$ cat src/rtl/lcd_line_capture.sv
// ---------------------------------------------------------------------------
// lcd_line_capture
// Sink end of the PPU-to-LCD pixel stream. Pixels arrive one per valid cycle
// and are assembled into LINE_WIDTH-pixel lines. Completed lines are held in a
// ping-pong pair of line buffers and handed to a consumer over valid/ready.
// Line and frame position are tracked. Resync and overflow faults are flagged.
//
// Optional feature macro: LCD_PALETTE_MAP_EN
//   defined   : every pixel is remapped through i_palette (BGP format) before
//               it is stored.
//   undefined : i_px_data is stored unmodified and i_palette is ignored.
//
// Ports:
//   i_clk, i_reset        clock, asynchronous active-high reset
//   i_px_valid/i_px_data  pixel stream input (one shade per valid cycle)
//   i_px_sol/i_px_sof     start of line / start of frame, qualified by valid
//   i_palette             BGP palette (optional feature only)
//   o_out_valid/i_out_ready  line handshake
//   o_out_line            line number of the presented line
//   o_out_pixels          line data, pixel 0 in the MSBs
//   o_frame_done          pulse when line NUM_LINES-1 is accepted
//   o_sync_err/o_overflow sticky fault flags, cleared by i_clear_err
// ---------------------------------------------------------------------------
module lcd_line_capture #(
  parameter int LINE_WIDTH = 160,
  parameter int NUM_LINES  = 144,
  parameter int PIXEL_BITS = 2
) (
  input  logic                             i_clk,
  input  logic                             i_reset,
  input  logic                             i_px_valid,
  input  logic [PIXEL_BITS-1:0]            i_px_data,
  input  logic                             i_px_sol,
  input  logic                             i_px_sof,
  input  logic [7:0]                       i_palette,
  output logic                             o_out_valid,
  input  logic                             i_out_ready,
  output logic [7:0]                       o_out_line,
  output logic [LINE_WIDTH*PIXEL_BITS-1:0] o_out_pixels,
  output logic                             o_frame_done,
  output logic                             o_sync_err,
  output logic                             o_overflow,
  input  logic                             i_clear_err
);

  localparam int BUF_W = LINE_WIDTH * PIXEL_BITS;
  localparam int X_W   = $clog2(LINE_WIDTH);
  localparam int Y_W   = $clog2(NUM_LINES);
  localparam int LSB_W = $clog2(BUF_W);

  typedef enum logic [1:0] {
    WAIT_SOF = 2'd0,
    CAPTURE  = 2'd1,
    WAIT_SOL = 2'd2
  } state_t;

  state_t               r_state;
  logic [X_W-1:0]       r_x;
  logic [Y_W-1:0]       r_y;
  logic                 r_drop;      // current line is being discarded
  logic [BUF_W-1:0]     r_buf [2];
  logic [7:0]           r_tag [2];
  logic [1:0]           r_full;
  logic                 r_wr_ptr;
  logic                 r_rd_ptr;
  logic                 r_sync_err;
  logic                 r_overflow;

  logic                 w_accept;
  logic                 w_wr_full;
  logic                 w_sof;
  logic                 w_start;
  logic                 w_pix;
  logic                 w_last;
  logic                 w_sync_set;
  logic                 w_we;
  logic [X_W-1:0]       w_wr_x;
  logic [LSB_W-1:0]     w_wr_lsb;
  logic [PIXEL_BITS-1:0] w_px;

`ifdef LCD_PALETTE_MAP_EN
  assign w_px = i_palette[int'(i_px_data)*PIXEL_BITS +: PIXEL_BITS];
`else
  logic w_unused_palette;
  assign w_unused_palette = ^i_palette;
  assign w_px = i_px_data;
`endif

  always_comb begin
    w_accept  = r_full[r_rd_ptr] & i_out_ready;
    // A buffer freed by the consumer this very cycle already counts as free.
    w_wr_full = r_full[r_wr_ptr] & ~(w_accept & (r_rd_ptr == r_wr_ptr));
    w_sof     = i_px_valid & i_px_sof;
    // A line begins on SOF anywhere, or on SOL once a frame is in progress
    // (WAIT_SOL normal start, or a mid-line restart from CAPTURE).
    w_start   = w_sof | (i_px_valid & i_px_sol & (r_state != WAIT_SOF));
    w_pix     = i_px_valid & ~w_start & (r_state == CAPTURE);
    w_last    = w_pix & (r_x == X_W'(LINE_WIDTH - 1));
    w_sync_set = (w_sof & (r_state != WAIT_SOF))
               | (i_px_valid & i_px_sol & ~i_px_sof & (r_state == CAPTURE))
               | (i_px_valid & ~i_px_sol & ~i_px_sof & (r_state == WAIT_SOL));
    w_we      = (w_start & ~w_wr_full) | (w_pix & ~r_drop);
    w_wr_x    = w_start ? '0 : r_x;
    w_wr_lsb  = LSB_W'((LINE_WIDTH - 1 - int'(w_wr_x)) * PIXEL_BITS);
  end

  always_ff @(posedge i_clk or posedge i_reset) begin
    if (i_reset) begin
      r_state    <= WAIT_SOF;
      r_x        <= '0;
      r_y        <= '0;
      r_drop     <= 1'b0;
      r_full     <= '0;
      r_wr_ptr   <= 1'b0;
      r_rd_ptr   <= 1'b0;
      r_sync_err <= 1'b0;
      r_overflow <= 1'b0;
      for (int i = 0; i < 2; i++) begin
        r_buf[i] <= '0;
        r_tag[i] <= '0;
      end
    end else begin
      if (w_accept) begin
        r_full[r_rd_ptr] <= 1'b0;
        r_rd_ptr         <= ~r_rd_ptr;
      end

      // Set events are evaluated after the clear so that they win.
      if (i_clear_err) begin
        r_sync_err <= 1'b0;
        r_overflow <= 1'b0;
      end
      if (w_sync_set) r_sync_err <= 1'b1;
      if (w_start & w_wr_full) r_overflow <= 1'b1;

      if (w_we) r_buf[r_wr_ptr][w_wr_lsb +: PIXEL_BITS] <= w_px;

      if (w_start) begin
        // Any partial line is simply abandoned: its buffer was never marked full.
        r_drop  <= w_wr_full;
        r_x     <= X_W'(1);
        r_state <= CAPTURE;
        if (w_sof) r_y <= '0;
      end else if (w_pix) begin
        if (w_last) begin
          r_x <= '0;
          // A dropped line leaves the write pointer on the still-full buffer.
          if (!r_drop) begin
            r_full[r_wr_ptr] <= 1'b1;
            r_tag[r_wr_ptr]  <= 8'(r_y);
            r_wr_ptr         <= ~r_wr_ptr;
          end
          if (r_y == Y_W'(NUM_LINES - 1)) begin
            r_y     <= '0;
            r_state <= WAIT_SOF;
          end else begin
            r_y     <= r_y + 1'b1;
            r_state <= WAIT_SOL;
          end
        end else begin
          r_x <= r_x + 1'b1;
        end
      end
    end
  end

  assign o_out_valid  = r_full[r_rd_ptr];
  assign o_out_line   = r_tag[r_rd_ptr];
  assign o_out_pixels = r_buf[r_rd_ptr];
  assign o_frame_done = w_accept & (r_tag[r_rd_ptr] == 8'(NUM_LINES - 1));
  assign o_sync_err   = r_sync_err;
  assign o_overflow   = r_overflow;

endmodule

$ cat config.mk
export PLATFORM = sky130hd
export DESIGN_NAME = lcd_line_capture
export DESIGN_NICKNAME = d
export VERILOG_FILES = /design/src/rtl/lcd_line_capture.sv
export SDC_FILE = /design/constraint.sdc
export NUM_CORES = 1
export LEC_CHECK = 0
export BUFFER_PORTS_ARGS = -buffer_cell sky130_fd_sc_hd__buf_4
export CAP_MARGIN = 0
export CELL_PAD_IN_SITES_DETAIL_PLACEMENT = 0
export CELL_PAD_IN_SITES_GLOBAL_PLACEMENT = 1
export CORE_MARGIN = 2
export CORE_UTILIZATION = 44
export DETAILED_ROUTE_END_ITERATION = 10
export PLACE_DENSITY_LB_ADDON = 0.3
export SLEW_MARGIN = 5
export SYNTH_ARGS = -nofsm -noshare
export SYNTH_HDL_FRONTEND = slang
export SYNTH_SLANG_ARGS = --single-unit
$ cat constraint.sdc
create_clock -name i_clk -period 17.5 [get_ports i_clk]
set_clock_uncertainty 0.15 [all_clocks]
set_input_delay 0 -clock i_clk [delete_from_list [all_inputs] [get_ports i_clk]]
set_output_delay 0 -clock i_clk [all_outputs]
set_load 0.03 [all_outputs]
==> results of run 1 <==
[logic make-up after synthesis]
kind of cell / after synthesis / synth area share (%)
multiplexers: 987 / 33.2
flip-flops: 681 / 50.9
AND/OR/NAND/NOR: 584 / 10.9
buffers and inverters: 210 / 2.64
AO/OA/AOI/OAI: 73 / 1.61
XOR/XNOR: 14 / 0.411
adder cells (fa/ha/maj): 7 / 0.262
[placed cells by master (no fill, tap or decap), drive strengths merged, types with 27 or more instances in the layout]
cell    count
and2       27
and3       39
buf       377
clkbuf    114
dfrtp     681
mux2      985
nand2      41
nand3     181
nor2       47
nor3      133
[power by group through the flow]
stage | Clock [mW] | Combinational (mW) | Sequential, mW
6_report | 1.60 | 0.183 | 1.59
3_3_place_gp | 0 | 0.177 | 1.62
4_1_cts | 1.63 | 0.184 | 1.59
3_5_place_dp | 0 | 0.181 | 1.62
2_1_floorplan | 0 | 0.109 | 1.62
5_1_grt | 1.70 | 0.196 | 1.59
[cell type report]
cell class / instances / area, sq um / area share, %
Clock inverter: 24 / 239 / 0.605
Multi-Input combinational cell: 1665 / 15700 / 39.8
Inverter: 9 / 37.5 / 0.0950
Timing Repair Buffer: 390 / 2970 / 7.52
Antenna cell: 1 / 2.50 / 0.00633
Tap cell: 978 / 1220 / 3.10
Clock buffer: 114 / 2270 / 5.74
Sequential cell: 681 / 17000 / 43.1
[layer usage]
layer  routed length (um)  share of wire, %
met5                    0                 0
met3                 6160               5.8
met2                50400                48
met1                45700                43
met4                 3780               3.6
[metrics by stage]
stage | hold slack, ns | utilization (%)
finish | 0.000618 | 52.3
CTS | 0.0169 | 52.3
floorplan | -0.0429 | -
global placement | 0.0594 | 48.8
detailed placement | 0.0591 | 48.8
global route | 0.0808 | 52.3
[worst paths after layout]
check / from / end / slack [ns] / depth (start not counted)
worst max register to register: r_state[1]$_DFFE_PP0P_ / r_buf[69]$_DFFE_PP0P_ / 12.29 / 10
max in group asynchronous: i_reset / r_buf[20]$_DFFE_PP0P_ / 13.29 / 7
min in group i_clk: i_out_ready / r_rd_ptr$_DFFE_PP0P_ / 0.04 / 3
worst min register to register: r_buf[88]$_DFFE_PP0P_ / r_buf[88]$_DFFE_PP0P_ / 0.33 / 1
worst max-delay path: r_state[1]$_DFFE_PP0P_ / r_buf[69]$_DFFE_PP0P_ / 12.29 / 10
worst min-delay path: i_reset / r_buf[217]$_DFFE_PP0P_ / 0.0006 / 3
[critical path: stages, from the launching register on]
cell and delay [ns]:
dfrtp_1 0.48, o211ai_4 0.37, nand3_2 0.28, inv_2 0.17, ha_1 0.54, nand4_1 0.35
xor2_2 0.28, nand3b_4 0.74, buf_4 0.74, nor3_1 0.53, mux2_2 0.39
[registers in the layout, summed over array words and instances, names as in the netlist]
signal      flops
o_overflow      1
o_sync_err      1
r_buf         640
r_drop          1
r_full          2
r_rd_ptr        1
r_state         2
r_tag          16
r_wr_ptr        1
r_x             8
r_y             8
[timing repair]
item / CTS / global route
hold buffers: 13 / 0
buffers inserted: 0 / 0
hold endpoints to repair: 112 / 0
endpoints found under the setup margin: 0 / 0
==> run summary, run 1 <==
register share of total power -> 47.1%
vias in the first global route -> 23800
PwrDens -> 85.4 mW/mm^2
final cell count without fillers -> 3862
die height -> 280 um
DRC viols -> 0
M2 GR Usage -> 42.8%
root buffer cell -> clkbuf_16
GRT Resource Usage Total -> 26.8%
TNS Setup -> 0 ns
Top Usage Layer GRT -> met2
placed cells -> 3710
RSZ-0062 raised after global routing -> false
max cap viols -> 0
Hold Path Class -> in -> async
Area Growth Syn to Fin -> 18.2%
met3 usage -> 5.07%
share of layout cells above drive strength 1 -> 55.4%
cell taking the most area after synthesis -> dfrtp_1
Ys Warns -> 0
leakage -> 19.3 nW
Post-DP HPWL -> 70200 um
clk slew on worst S/H paths -> 0.06 ns
vias per cell -> 5.94
CTS H-Tree Depth -> 3
WL final -> 106000 um
Post-synth EDFFs -> 0
antenna-violating nets left -> 0
Slew Limit Headroom -> 12.7%
Finished Cell Area -> 0.0395 sq mm
post-route setup slack -> 12.29 ns
CTS tree -> yes
maximum fanout along the worst path -> 46
worst path required time -> 17.86 ns
critical path capture point type -> flip-flop
top-area cell type share of the netlist area -> 50.9%
Max Clock Freq -> 192 MHz
final setup fails -> 0
Port Buf Inserts -> 340
first-pass GRT wire length -> 157000 um
Net Sw Power -> 0.818 mW
fill count -> 6445
Vias -> 22900
Synth Register Bits -> 681
GR Util met1 -> 36.4%
syn_nets -> 2580
Peak VDD IR -> 0.0000587 V
Mapped Cells -> 2556
initial DRC count -> 1551
largest net degree at the start of global routing -> 172
Comb power frac -> 5.4%
initial core utilization -> 44.3%
worst-skew pair later-pin latency -> 0.63 ns
minimum clock period -> 5.21 ns
count of final hold-check violations -> 0
Pre-Repair DR Iteration Count -> 5
Syn Area/Cell -> 13.1 sq um
Ports -> 349
Placeable Area -> 0.0756 sq mm
Synth cell types -> 71
gr ovfl total -> 0
WL/cell -> 27.5 um
Post-synth top cells -> mux2_2 (966), dfrtp_1 (681), nand3_1 (180)
Max clock buf depth -> 3
routability cong. -> 0.816
fin nets -> 2849
internal power -> 2.56 mW
asr flop ratio synth -> 100%
run status -> completed
fin. max-slew vios -> 0
clock sink count -> 681
Num CTS Buffers -> 78
fin crit share -> 29.8%
PostCTS Resize Cnt -> 0
Worst EP arrival -> 5.57 ns
die area -> 0.0782 sq mm
Critical Path Start Type -> flip-flop
sequential share of the synthesized area -> 50.9%
power share of the clock group -> 47.4%
standard-cell rows -> 101
Crit Path Class -> reg -> reg
worst slew pin tran -> 1.31 ns
placed inst area -> 0.0369 sq mm
Most used DFF post-synth -> dfrtp_1
initial antenna violation count -> 2
Mapped Area -> 0.0334 sq mm
most common cell in the synthesized netlist -> mux2_2
DP Worst Slack -> 12.34 ns
Power Total -> 3.37 mW
Horiz. Die Dim -> 280 um
Sw Ratio -> 24.3%
Area contributors post-synth -> dfrtp_1 (51%), mux2_2 (33%), nand3_1 (2.7%), nor3_2 (2.0%), clkbuf_1 (1.6%)
No activity file was read; power rests on OpenSTA's default activity.
==> run 2: changes to the inputs <==
--- a/config.mk
+++ b/config.mk
@@ -5,12 +5,13 @@
 export SDC_FILE = /design/constraint.sdc
 export NUM_CORES = 1
 export LEC_CHECK = 0
+export ABC_AREA = 1
 export BUFFER_PORTS_ARGS = -buffer_cell sky130_fd_sc_hd__buf_4
 export CAP_MARGIN = 0
 export CELL_PAD_IN_SITES_DETAIL_PLACEMENT = 0
 export CELL_PAD_IN_SITES_GLOBAL_PLACEMENT = 1
 export CORE_MARGIN = 2
-export CORE_UTILIZATION = 44
+export CORE_UTILIZATION = 43
 export DETAILED_ROUTE_END_ITERATION = 10
 export PLACE_DENSITY_LB_ADDON = 0.3
 export SLEW_MARGIN = 5
==> constraint.sdc (replaced) <==
create_clock -name i_clk -period 4.8 [get_ports i_clk]
set_clock_uncertainty 0.15 [all_clocks]
set_input_delay 0 -clock i_clk [delete_from_list [all_inputs] [get_ports i_clk]]
set_output_delay 0 -clock i_clk [all_outputs]
set_load 0.03 [all_outputs]
==> run 2 against run 1 <==
Compared with the run above: synthesized cell count up 64%; critical path depth up 5; global-route usage up 1.2 points; combinational power rose to 4.4 times the previous value; maximum frequency up 23%; sequential share of layout area up 1.7 points; clock-buffer cell count unchanged; register-to-register slack worse by 12 ns; synthesized area down 4.5%; first-iteration DRC count up 98%; highest routed layer unchanged.
==> run summary, run 2 <==
post-synthesis mux area share -> 0%
vias in the first global route -> 27300
Most used DFF post-synth -> dfrtp_1
GRT Resource Usage Total -> 28.0%
most common cell after layout, fill and taps aside -> nand2_1
Ys Warns -> 0
Area contributors post-synth -> dfrtp_1 (53%), nand2_1 (23%), o21ai_0 (7.9%), nand3_1 (4.3%), nor2_1 (2.0%)
Reg2Reg Launch Point -> r_state[1]$_DFFE_PP0P_
Num CTS Buffers -> 76
Compound-Gate Fraction of Synth Area -> 9.97%
standard-cell rows -> 99
most frequent cells in the layout -> nand2_1 (1993), dfrtp_1 (680), o21ai_0 (506)
placed inst area -> 0.0355 sq mm
placed cells -> 5353
asr flop ratio synth -> 100%
PostCTS Resize Cnt -> 0
fill count -> 7166
clk slew on worst S/H paths -> 0.06 ns
share of layout cells above drive strength 1 -> 12.6%
Slew Limit Headroom -> 26.3%
Post-synth EDFFs -> 0
CTS tree -> yes
Ports -> 349
fin nets -> 4508
fin. max-slew vios -> 0
Horiz. Die Dim -> 277 um
Hold Path Class -> in -> reg
count of final hold-check violations -> 0
largest family of logic cells by synthesized area -> simple AND/OR/NAND/NOR gates
Layout Utilization -> 51.9%
PwrDens -> 328 mW/mm^2
Hold Buf Count CTS -> 12
antenna-violating nets left -> 0
die area -> 0.0765 sq mm
final cell count without fillers -> 5492
Comb power frac -> 6.5%
Net Sw Power -> 3.04 mW
Largest register FFs -> 640
Max clock buf depth -> 3
Largest Register -> r_buf
routability cong. -> 0.853
run status -> completed
largest net degree at the start of global routing -> 169
worst-skew pair later-pin latency -> 0.61 ns
Worst EP arrival -> 4.55 ns
area of the multi-input gates -> 0.0136 sq mm
Post-DP HPWL -> 71400 um
ant diodes -> 0
Peak VDD IR -> 0.000221 V
register share of total power -> 46.9%
Mapped Cells -> 4198
clock sink count -> 681
worst slew pin tran -> 1.11 ns
storage element area -> 0.0170 sq mm
Placeable Area -> 0.0732 sq mm
CTS H-Tree Depth -> 3
Mapped Area -> 0.0319 sq mm
WL final -> 108000 um
DRC viols -> 0
setup bufs post-CTS -> 0
vias per cell -> 5.29
initial DRC count -> 3074
final setup fails -> 0
register-to-register setup slack -> 0.57 ns
Post-Synth Adder-Cell Area -> 0.274%
worst path required time -> 5.13 ns
Syn Area/Cell -> 7.61 sq um
initial antenna violation count -> 0
Finished Cell Area -> 0.0380 sq mm
top-area cell type share of the netlist area -> 53.4%
Crit Path Class -> reg -> reg
internal power -> 9.41 mW
Critical Path Start Type -> flip-flop
Area Growth Syn to Fin -> 19.0%
gr ovfl total -> 0
Vias -> 29100
TNS Setup -> 0 ns
minimum clock period -> 4.23 ns
Synth Area in Simple Gates -> 32.1%
sequential share of the synthesized area -> 53.4%
maximum fanout along the worst path -> 20
Crit. Startpoint -> r_state[1]$_DFFE_PP0P_
hold_sp -> i_out_ready
Synth Register Bits -> 681
syn_nets -> 4222
Largest regs -> r_buf x640, r_tag x16
XOR/XNOR Fraction of Synth Area -> 0.110%
root buffer cell -> clkbuf_16
Port Buf Inserts -> 340
RSZ-0062 raised after global routing -> false
Synth cell types -> 44
Pre-Repair DR Iteration Count -> 5
fin crit share -> 88.0%
initial core utilization -> 43.6%
cell taking the most area after synthesis -> dfrtp_1
Post-synth top cells -> nand2_1 (1993), dfrtp_1 (681), o21ai_0 (506)
max cap viols -> 0
Max Clock Freq -> 237 MHz
WL/cell -> 19.7 um
first-pass GRT wire length -> 167000 um
power share of the clock group -> 46.6%
most common cell in the synthesized netlist -> nand2_1
die height -> 277 um
Sw Ratio -> 24.4%
critical path capture point type -> flip-flop
leakage -> 18.5 nW
## run 2: worst paths after layout
| path | cells past startpoint | endpoint |
|---|---|---|
| setup / recovery | 15 | r_buf[440]$_DFFE_PP0P_ |
| hold / removal | 4 | r_rd_ptr$_DFFE_PP0P_ |
| setup reg to reg | 15 | r_buf[440]$_DFFE_PP0P_ |
| hold reg to reg | 2 | r_buf[108]$_DFFE_PP0P_ |
| max in group asynchronous | 5 | r_buf[138]$_DFFE_PP0P_ |
| min in group asynchronous | 4 | r_buf[412]$_DFFE_PP0P_ |
## run 2: through the flow
step	setup WS (ns)	hold slack (ns)	power, mW
after floorplan	-4.67	-0.0427	6.43
after global placement	0.779	0.0477	6.74
after detailed placement	0.721	0.0333	6.75
after CTS	0.743	0.0847	12.6
after global routing	0.247	0.126	12.9
final	0.575	0.119	12.5
## run 2: kinds of logic after synthesis
family / count (synthesis)
simple gates: 2547
fa+ha+maj: 7
xor+xnor: 4
buf+inv: 331
flops: 681
compound gates: 628
## run 2: critical path: stages (launching register included)
cell	delay, ns
dfrtp_1	0.40
nor2_1	0.12
nor2_2	0.06
nor2_4	0.19
nand2_1	0.23
inv_1	0.19
ha_1	0.27
nand3_2	0.13
nand2_2	0.39
nand2_1	0.25
nor2_1	0.56
inv_1	0.16
nor2_1	0.44
nand3_1	0.29
o21ai_0	0.25
inv_1	0.05
## run 2: layer usage
metal / global-route usage (%) / share of wire (%) / vias to the layer above / wire length (um)
li1: - / - / 14000 / -
met1: 39.5 / 45 / 13900 / 48100
met2: 44.5 / 46 / 949 / 49700
met3: 4.66 / 6.7 / 157 / 7190
met4: 8.35 / 2.7 / 0 / 2900
met5: 0 / 0 / - / 0
## run 2: cell type report
type	count	share of cell area [%]
sequential	681	44.8
tap	959	3.16
clock inverter	13	0.444
inverter	125	1.29
timing repair buffer	414	8.58
clock buffer	114	5.97
multi-input combinational	3186	35.7
## run 2: power by group through the flow
stage               registers, mW  logic [mW]  clock network (mW)
floorplan                    5.94       0.490                   0
global placement             5.94       0.806                   0
detailed placement           5.94       0.807                   0
finish                       5.84       0.812                5.81
global route                 5.84       0.888                6.18
CTS                          5.84       0.815                5.92
